## config.mk

```make
export PLATFORM = sky130hd
export DESIGN_NAME = inbuf_cmd_sequencer
export DESIGN_NICKNAME = d
export VERILOG_FILES = /design/src/rtl/inbuf_seq_pkg.sv /design/src/rtl/inbuf_cmd_fifo.sv /design/src/rtl/inbuf_cmd_sequencer.sv
export SDC_FILE = /design/constraint.sdc
export NUM_CORES = 1
export LEC_CHECK = 0
export BUFFER_PORTS_ARGS = -buffer_cell sky130_fd_sc_hd__clkbuf_2
export CAP_MARGIN = 40
export CORE_MARGIN = 2
export CORE_UTILIZATION = 50
export CTS_BUF_LIST = sky130_fd_sc_hd__clkbuf_8
export DETAILED_ROUTE_END_ITERATION = 12
export GPL_TIMING_DRIVEN = 0
export PLACE_DENSITY = 0.71
export SYNTH_ARGS = -nofsm -noshare
export SYNTH_HDL_FRONTEND = slang
export SYNTH_SLANG_ARGS = --single-unit
export TNS_END_PERCENT = 50
```

## constraint.sdc

```tcl
create_clock -name clk_i -period 2.8 [get_ports clk_i]
set_input_delay 0.14 -clock clk_i [delete_from_list [all_inputs] [get_ports clk_i]]
set_output_delay 0.14 -clock clk_i [all_outputs]
set_load 0.01 [all_outputs]
```

## src/rtl/inbuf_seq_pkg.sv

```systemverilog
// Shared types for the input-buffer job sequencer: FSM states and the packed job
// word that travels through the command FIFO.
package inbuf_seq_pkg;

    localparam int IB_AW  = 10;
    localparam int BEAT_W = 16;

    typedef enum logic [1:0] {
        IDLE  = 2'd0,
        LOAD  = 2'd1,
        ISSUE = 2'd2,
        DRAIN = 2'd3
    } seq_state_e;

    typedef struct packed {
        logic [IB_AW-1:0]  waddr;
        logic [7:0]        pic_size;
        logic [3:0]        mode;
        logic              padding;
        logic [BEAT_W-1:0] out_beats;
    } job_t;

    localparam int JOB_W = $bits(job_t);

    // A zero row or beat count would never terminate the job, so such pushes are refused.
    function automatic logic job_fields_ok(input logic [7:0] pic_size,
                                           input logic [BEAT_W-1:0] out_beats);
        return (pic_size != 8'd0) && (out_beats != '0);
    endfunction

endpackage

```

## src/rtl/inbuf_cmd_fifo.sv

```systemverilog
// Small synchronous FIFO for packed job words, with a synchronous flush.
// The head entry is visible combinationally so the sequencer can pop and latch in one cycle.
module inbuf_cmd_fifo #(
    parameter int  W     = 8,
    parameter int  DEPTH = 4,
    localparam int PW    = $clog2(DEPTH),
    localparam int LW    = PW + 1
) (
    input  logic          clk_i,
    input  logic          rst_n_i,
    input  logic          flush_i,
    input  logic          push_i,
    input  logic          pop_i,
    input  logic [W-1:0]  din_i,
    output logic [W-1:0]  dout_o,
    output logic          full_o,
    output logic          empty_o,
    output logic [LW-1:0] level_o
);

    logic [W-1:0]  mem_q [DEPTH];
    logic [PW-1:0] wr_ptr_q, wr_ptr_d;
    logic [PW-1:0] rd_ptr_q, rd_ptr_d;
    logic [LW-1:0] level_q, level_d;
    logic          push_ok;
    logic          pop_ok;

    assign full_o  = (level_q == LW'(DEPTH));
    assign empty_o = (level_q == '0);
    assign level_o = level_q;
    assign dout_o  = mem_q[rd_ptr_q];

    // Fullness is judged on the registered level, so a push into a full FIFO is lost
    // even when a pop happens in the same cycle.
    assign push_ok = push_i && !full_o && !flush_i;
    assign pop_ok  = pop_i && !empty_o && !flush_i;

    always_comb begin
        wr_ptr_d = wr_ptr_q;
        rd_ptr_d = rd_ptr_q;
        level_d  = level_q;
        if (flush_i) begin
            wr_ptr_d = '0;
            rd_ptr_d = '0;
            level_d  = '0;
        end else begin
            if (push_ok) begin
                wr_ptr_d = wr_ptr_q + PW'(1);
            end
            if (pop_ok) begin
                rd_ptr_d = rd_ptr_q + PW'(1);
            end
            level_d = level_q + LW'(push_ok) - LW'(pop_ok);
        end
    end

    always_ff @(posedge clk_i or negedge rst_n_i) begin
        if (!rst_n_i) begin
            wr_ptr_q <= '0;
            rd_ptr_q <= '0;
            level_q  <= '0;
        end else begin
            wr_ptr_q <= wr_ptr_d;
            rd_ptr_q <= rd_ptr_d;
            level_q  <= level_d;
        end
    end

    always_ff @(posedge clk_i) begin
        if (push_ok) begin
            mem_q[wr_ptr_q] <= din_i;
        end
    end

endmodule

```

## src/rtl/inbuf_cmd_sequencer.sv

```systemverilog
// Runs queued jobs through the input buffer one at a time: stream the picture in (LOAD),
// hand over the sram2reg command (ISSUE), then let a fixed number of output beats pass (DRAIN).
module inbuf_cmd_sequencer
    import inbuf_seq_pkg::*;
#(
    parameter int  IB_SRAM_AW = IB_AW,
    parameter int  CMD_DEPTH  = 4,
    parameter int  BEAT_CW    = BEAT_W,
    localparam int LVL_W      = $clog2(CMD_DEPTH) + 1
) (
    input  logic                  clk_i,
    input  logic                  rst_n_i,
    input  logic                  cmd_push_i,
    input  logic [IB_SRAM_AW-1:0] cmd_waddr_i,
    input  logic [7:0]            cmd_pic_size_i,
    input  logic [3:0]            cmd_mode_i,
    input  logic                  cmd_padding_i,
    input  logic [BEAT_CW-1:0]    cmd_out_beats_i,
    output logic                  cmd_full_o,
    output logic [LVL_W-1:0]      cmd_level_o,
    input  logic                  abort_i,
    input  logic                  src_vld_i,
    input  logic                  src_hsync_i,
    output logic                  src_rdy_o,
    output logic                  inbuf_din_vld_o,
    input  logic                  inbuf_din_rdy_i,
    output logic                  inbuf_sop_o,
    output logic                  inbuf_hsync_o,
    output logic [IB_SRAM_AW-1:0] inbuf_start_waddr_o,
    output logic [7:0]            inbuf_pic_size_o,
    output logic [3:0]            inbuf_mode_o,
    output logic                  inbuf_padding_o,
    output logic                  inbuf_cmd_vld_o,
    input  logic                  inbuf_cmd_rdy_i,
    input  logic                  inbuf_dout_vld_i,
    input  logic                  opu_rdy_i,
    output logic                  inbuf_dout_rdy_o,
    output logic                  opu_vld_o,
    output logic                  busy_o,
    output logic                  job_done_o,
    output logic                  err_o
);

    seq_state_e         state_q, state_d;
    logic [7:0]         row_cnt_q, row_cnt_d;
    logic [BEAT_CW-1:0] beat_cnt_q, beat_cnt_d;
    logic               sop_pend_q, sop_pend_d;
    job_t               job_q, job_d;
    logic               job_done_q, job_done_d;
    logic               err_q, err_d;

    job_t               push_job;
    job_t               fifo_job;
    logic               fifo_full;
    logic               fifo_empty;
    logic               fifo_pop;
    logic               fields_ok;
    logic               push_ok;
    logic               din_hs;
    logic               dout_hs;
    logic [LVL_W-1:0]   fifo_level;

    always_comb begin
        push_job           = '0;
        push_job.waddr     = cmd_waddr_i;
        push_job.pic_size  = cmd_pic_size_i;
        push_job.mode      = cmd_mode_i;
        push_job.padding   = cmd_padding_i;
        push_job.out_beats = cmd_out_beats_i;
    end

    assign fields_ok = job_fields_ok(cmd_pic_size_i, cmd_out_beats_i);
    assign push_ok   = cmd_push_i && fields_ok && !abort_i;

    inbuf_cmd_fifo #(
        .W     (JOB_W),
        .DEPTH (CMD_DEPTH)
    ) u_cmd_fifo (
        .clk_i   (clk_i),
        .rst_n_i (rst_n_i),
        .flush_i (abort_i),
        .push_i  (push_ok),
        .pop_i   (fifo_pop),
        .din_i   (push_job),
        .dout_o  (fifo_job),
        .full_o  (fifo_full),
        .empty_o (fifo_empty),
        .level_o (fifo_level)
    );

    assign din_hs  = (state_q == LOAD) && src_vld_i && inbuf_din_rdy_i;
    assign dout_hs = (state_q == DRAIN) && inbuf_dout_vld_i && opu_rdy_i;

    always_comb begin
        state_d    = state_q;
        row_cnt_d  = row_cnt_q;
        beat_cnt_d = beat_cnt_q;
        sop_pend_d = sop_pend_q;
        job_d      = job_q;
        job_done_d = 1'b0;
        err_d      = err_q || (cmd_push_i && !fields_ok);
        fifo_pop   = 1'b0;

        case (state_q)
            IDLE: begin
                if (!fifo_empty) begin
                    fifo_pop   = 1'b1;
                    job_d      = fifo_job;
                    row_cnt_d  = '0;
                    beat_cnt_d = '0;
                    sop_pend_d = 1'b1;
                    state_d    = LOAD;
                end
            end
            LOAD: begin
                if (din_hs) begin
                    sop_pend_d = 1'b0;
                    if (src_hsync_i) begin
                        // Compare against pic_size-1 before incrementing so 255 rows never wrap.
                        row_cnt_d = row_cnt_q + 8'd1;
                        if (row_cnt_q == job_q.pic_size - 8'd1) begin
                            state_d = ISSUE;
                        end
                    end
                end
            end
            ISSUE: begin
                if (inbuf_cmd_rdy_i) begin
                    state_d = DRAIN;
                end
            end
            DRAIN: begin
                if (dout_hs) begin
                    beat_cnt_d = beat_cnt_q + BEAT_CW'(1);
                    if (beat_cnt_q == job_q.out_beats - BEAT_CW'(1)) begin
                        job_done_d = 1'b1;
                        state_d    = IDLE;
                    end
                end
            end
            default: state_d = IDLE;
        endcase

        // Abort overrides everything, including a job completing in the same cycle.
        if (abort_i) begin
            state_d    = IDLE;
            row_cnt_d  = '0;
            beat_cnt_d = '0;
            sop_pend_d = 1'b0;
            job_done_d = 1'b0;
            err_d      = 1'b0;
            fifo_pop   = 1'b0;
        end
    end

    always_ff @(posedge clk_i or negedge rst_n_i) begin
        if (!rst_n_i) begin
            state_q    <= IDLE;
            row_cnt_q  <= '0;
            beat_cnt_q <= '0;
            sop_pend_q <= 1'b0;
            job_q      <= '0;
            job_done_q <= 1'b0;
            err_q      <= 1'b0;
        end else begin
            state_q    <= state_d;
            row_cnt_q  <= row_cnt_d;
            beat_cnt_q <= beat_cnt_d;
            sop_pend_q <= sop_pend_d;
            job_q      <= job_d;
            job_done_q <= job_done_d;
            err_q      <= err_d;
        end
    end

    assign cmd_full_o          = fifo_full;
    assign cmd_level_o         = fifo_level;

    assign inbuf_din_vld_o     = (state_q == LOAD) && src_vld_i;
    assign src_rdy_o           = (state_q == LOAD) && inbuf_din_rdy_i;
    assign inbuf_hsync_o       = (state_q == LOAD) && src_hsync_i;
    assign inbuf_sop_o         = (state_q == LOAD) && sop_pend_q && src_vld_i;

    assign inbuf_start_waddr_o = job_q.waddr;
    assign inbuf_pic_size_o    = job_q.pic_size;
    assign inbuf_mode_o        = job_q.mode;
    assign inbuf_padding_o     = job_q.padding;

    assign inbuf_cmd_vld_o     = (state_q == ISSUE);

    assign opu_vld_o           = (state_q == DRAIN) && inbuf_dout_vld_i;
    assign inbuf_dout_rdy_o    = (state_q == DRAIN) && opu_rdy_i;

    assign busy_o              = (state_q != IDLE);
    assign job_done_o          = job_done_q;
    assign err_o               = err_q;

endmodule

```

==> impl_metrics.csv <==
group,metric,value,unit
run_status,status,"finished, final reports clean",
floorplanning,fp.dieW,146,µm
timing,timing.fmax,360,MHz
grt,grt_max_degree,46,
timing,worst_slew_pin_slew,815,ps
worst_hold_path,hp-start,"abort_i",
yosys,synthAdderAreaFrac,1.93,%
cells_and_area,nNetsFinal,899,
yosys,synth_nets,722,
yosys,synth_most_common_cell,"edfxtp_1",
setup_path,r2r-start,"job_q[2]",
timing,drv_slew,0,
yosys,yosysTopAreaCellShare,46.3,%
timing,min_period,2780,ps
route,via_count,6178,
yosys,synth_xor_xnor_area_share,3.38,%
yosys,synth_top_cells_by_count,"edfxtp_1, dfrtp_1, mux2_2, mux4_2, nor2_1",
route,dr.pass1.iters,5,
yosys,synthMuxAreaShare,13.2,%
grt,grt_pass1_wl,34000,µm
timing,hold_violations,0,
yosys,syn_area,10100,µm²
yosys,ys_seq_elements,231,
yosys,synth_top_family_by_area,"multiplexers",
grt,gr-usage-all-layers,20.1,%
grt,antenna_found_initial,0,
cells_and_area,drive_above_1_share,30.6,%
route,viasPerCell,5.44,
route,routedWlPerCell,18.4,µm
cells_and_area,area_growth,21.4,%
floorplanning,core_area,20000,µm²
yosys,synth-simple-area-share,8.52,%
timing,post-route-period-util,99.2,%
route,drt_iter0_markers,406,
yosys,synth_edf_count,156,
yosys,syn_avg_cell_area,15.4,µm²
setup_path,crit_fanout,8,
timing,max_slew_margin,45.7,%
timing,holdWs,60.7,ps
yosys,synth-warning-count,0,
route,routed_wl,20900,µm
yosys,synth_cells,658,
timing,clock_skew,14.8,ps
placement,gp_congestion,0.886,
setup_path,endpoint_kind,"flop",
clocking,clock_latency,530,ps
grt,grt_overflow,0,
clocking,clk_pin_slew,60,ps
pwr,cellPowerDensity,905,nW/µm²
timing,worst_slack,21.4,ps
grt,grt_pass1_vias,6622,
timing,rsz0062_at_grt,"yes",
clocking,root_buffer,"clkbuf_8",
yosys,synth_async_sr_flop_share,32.5,%
route,postRouteAntennaNets,0,
cells_and_area,insertedDiodeCount,0,
pwr,peakVddDrop,0.539,mV
clocking,h-tree-depth,2,
run,timing.max_cap.violations,0,
setup_path,crit_start,"job_q[2]",
route,drc,0,
placement,dp_slack,-595,ps
floorplanning,std_cell_rows,52,
setup_path,crit_arrival,3180,ps
yosys,synth-main-ff-cell,"edfxtp_1",
setup_path,worstPathRequired,3210,ps
floorplanning,pin_count,86,
clocking,cts_tree,"built",
yosys,yosysTopAreaCell,"edfxtp_1",
yosys,synth_cell_types,59,
clocking,cts_sinks,231,
yosys,synth_compound_area_share,4.54,%
pwr,p_leak,4.69,nW
setup_path,crit_type,"reg2reg",
yosys,synth_seq_area_share,64.9,%
floorplanning,start_util,50.4,%
clocking,cts_made_buffers,38,
yosys,synth_area_leaders,"edfxtp_1, dfrtp_1, mux4_2",
placement,dp_hpwl,13800,µm
clocking,clockBufferDepth,3,
floorplanning,dieArea,21400,µm²
timing,setup-violations-final,0,
placement,port_buffers,85,
worst_hold_path,hp-class,"in2reg",
setup_path,start_kind,"flop",
floorplanning,die_h,146,µm
-- stage by stage --
step	cells	TNS [ps]	power (mW)	util [%]	area [µm²]
after global placement	1013	-89540	8.13	54.3	10900
after detailed placement	1022	-1390	8.37	55.0	11000
final	1135	0	11.1	61.2	12300
after floorplan	658	-4920	7.26	-	10100
after global routing	1135	-58.3	11.8	61.2	12300
after CTS	1135	-21.2	11.1	60.8	12200
-- worst paths after layout --
check / slack [ps] / endpoint / cells past startpoint
min in group asynchronous: 170 / beat_cnt_q[12] / 2
setup reg to reg: 20 / state_q[0] / 7
max in group asynchronous: 2030 / row_cnt_q[1] / 3
setup / recovery: 20 / state_q[0] / 7
hold reg to reg: 510 / inbuf_start_waddr_o[9] / 1
hold / removal: 60 / beat_cnt_q[1] / 4
-- kinds of logic after synthesis --
| kind of cell | Yosys count |
|---|---|
| DFF | 231 |
| and+or+nand+nor | 156 |
| muxes | 80 |
| AOI/OAI and AO/OA | 71 |
| buffers and inverters | 66 |
| xor gates and xnor gates | 39 |
| adders and majority gates | 15 |
-- cell usage in the layout (no fill, tap or decap), types with 3 or more instances in the layout --
cell             n
edfxtp_1       156
clkbuf_2        85
nand3_1         11
nor2_1          34
mux4_2          39
mux2_2          39
o21ai_0         25
nand2_1         21
ha_1            13
and2_2           4
clkbuf_8        43
and3_1          10
clkbuf_1        13
or3_1            3
a31oi_1          5
dlygate4sd3_1   44
xor2_1          18
nor4_1           9
o31ai_1          4
buf_4           24
xnor2_1         21
a21o_1           3
buf_1            5
nor3_1          13
nand2b_1        11
and2_1           5
buf_12           4
nor2b_1          5
a21oi_1         14
nor3b_1          4
clkinv_1         6
inv_1           40
dfrtp_1         75
nand4_1          3
nor4_4           3
-- metal layers --
metal  part of all wire [%]  wire length, µm  global-route usage, %
met1                     42             8790                   25.8
met4                    2.4              499                   6.60
met2                     51            10700                   34.7
met3                    4.5              939                   4.00
met5                      0                0                      0
-- critical path: stages, from the launching register on --
cell	delay (ps)
dfrtp_1	370
buf_6	140
or4_4	580
a2111oi_0	500
o21bai_1	230
o41ai_4	450
nor3_1	110
a221o_1	280
-- what timing repair did --
| action | 4_1_cts | 5_1_grt |
|---|---|---|
| hold buffers | 44 | 0 |
| gates cloned | 0 | 0 |
| hold endpoints to repair | 189 | 0 |
| pin swaps | 0 | 4 |
| gates resized for setup | 6 | 12 |
| buffers inserted | 0 | 1 |
| setup endpoints to repair | 5 | 107 |
-- report_power, final --
| group | internal (mW) | total [mW] | switching [mW] |
|---|---|---|---|
| Sequential | 4.18 | 4.66 | 0.476 |
| Clock | 1.38 | 2.67 | 1.28 |
| Combinational | 1.96 | 3.78 | 1.82 |
-- registers in the layout, summed over array words and instances, names as in the netlist --
name,cells
err_o,1
sop_pend_q,1
inbuf_mode_o,4
inbuf_padding_o,1
u_cmd_fifo.wr_ptr_q,2
beat_cnt_q,16
row_cnt_q,8
state_q,2
u_cmd_fifo.level_o,3
job_done_o,1
inbuf_pic_size_o,8
inbuf_start_waddr_o,10
job_q,16
u_cmd_fifo.mem_q,156
u_cmd_fifo.rd_ptr_q,2
-- final cells by class --
type | count | area, µm²
buffer | 43 | 267
clock buffer | 42 | 578
clock inverter | 28 | 116
fill | 1555 | 7770
inverter | 21 | 78.8
multi-input combinational | 361 | 3300
sequential | 231 | 6560
tap | 270 | 338
timing repair buffer | 139 | 1030
Power figures use the tool's default switching activity.
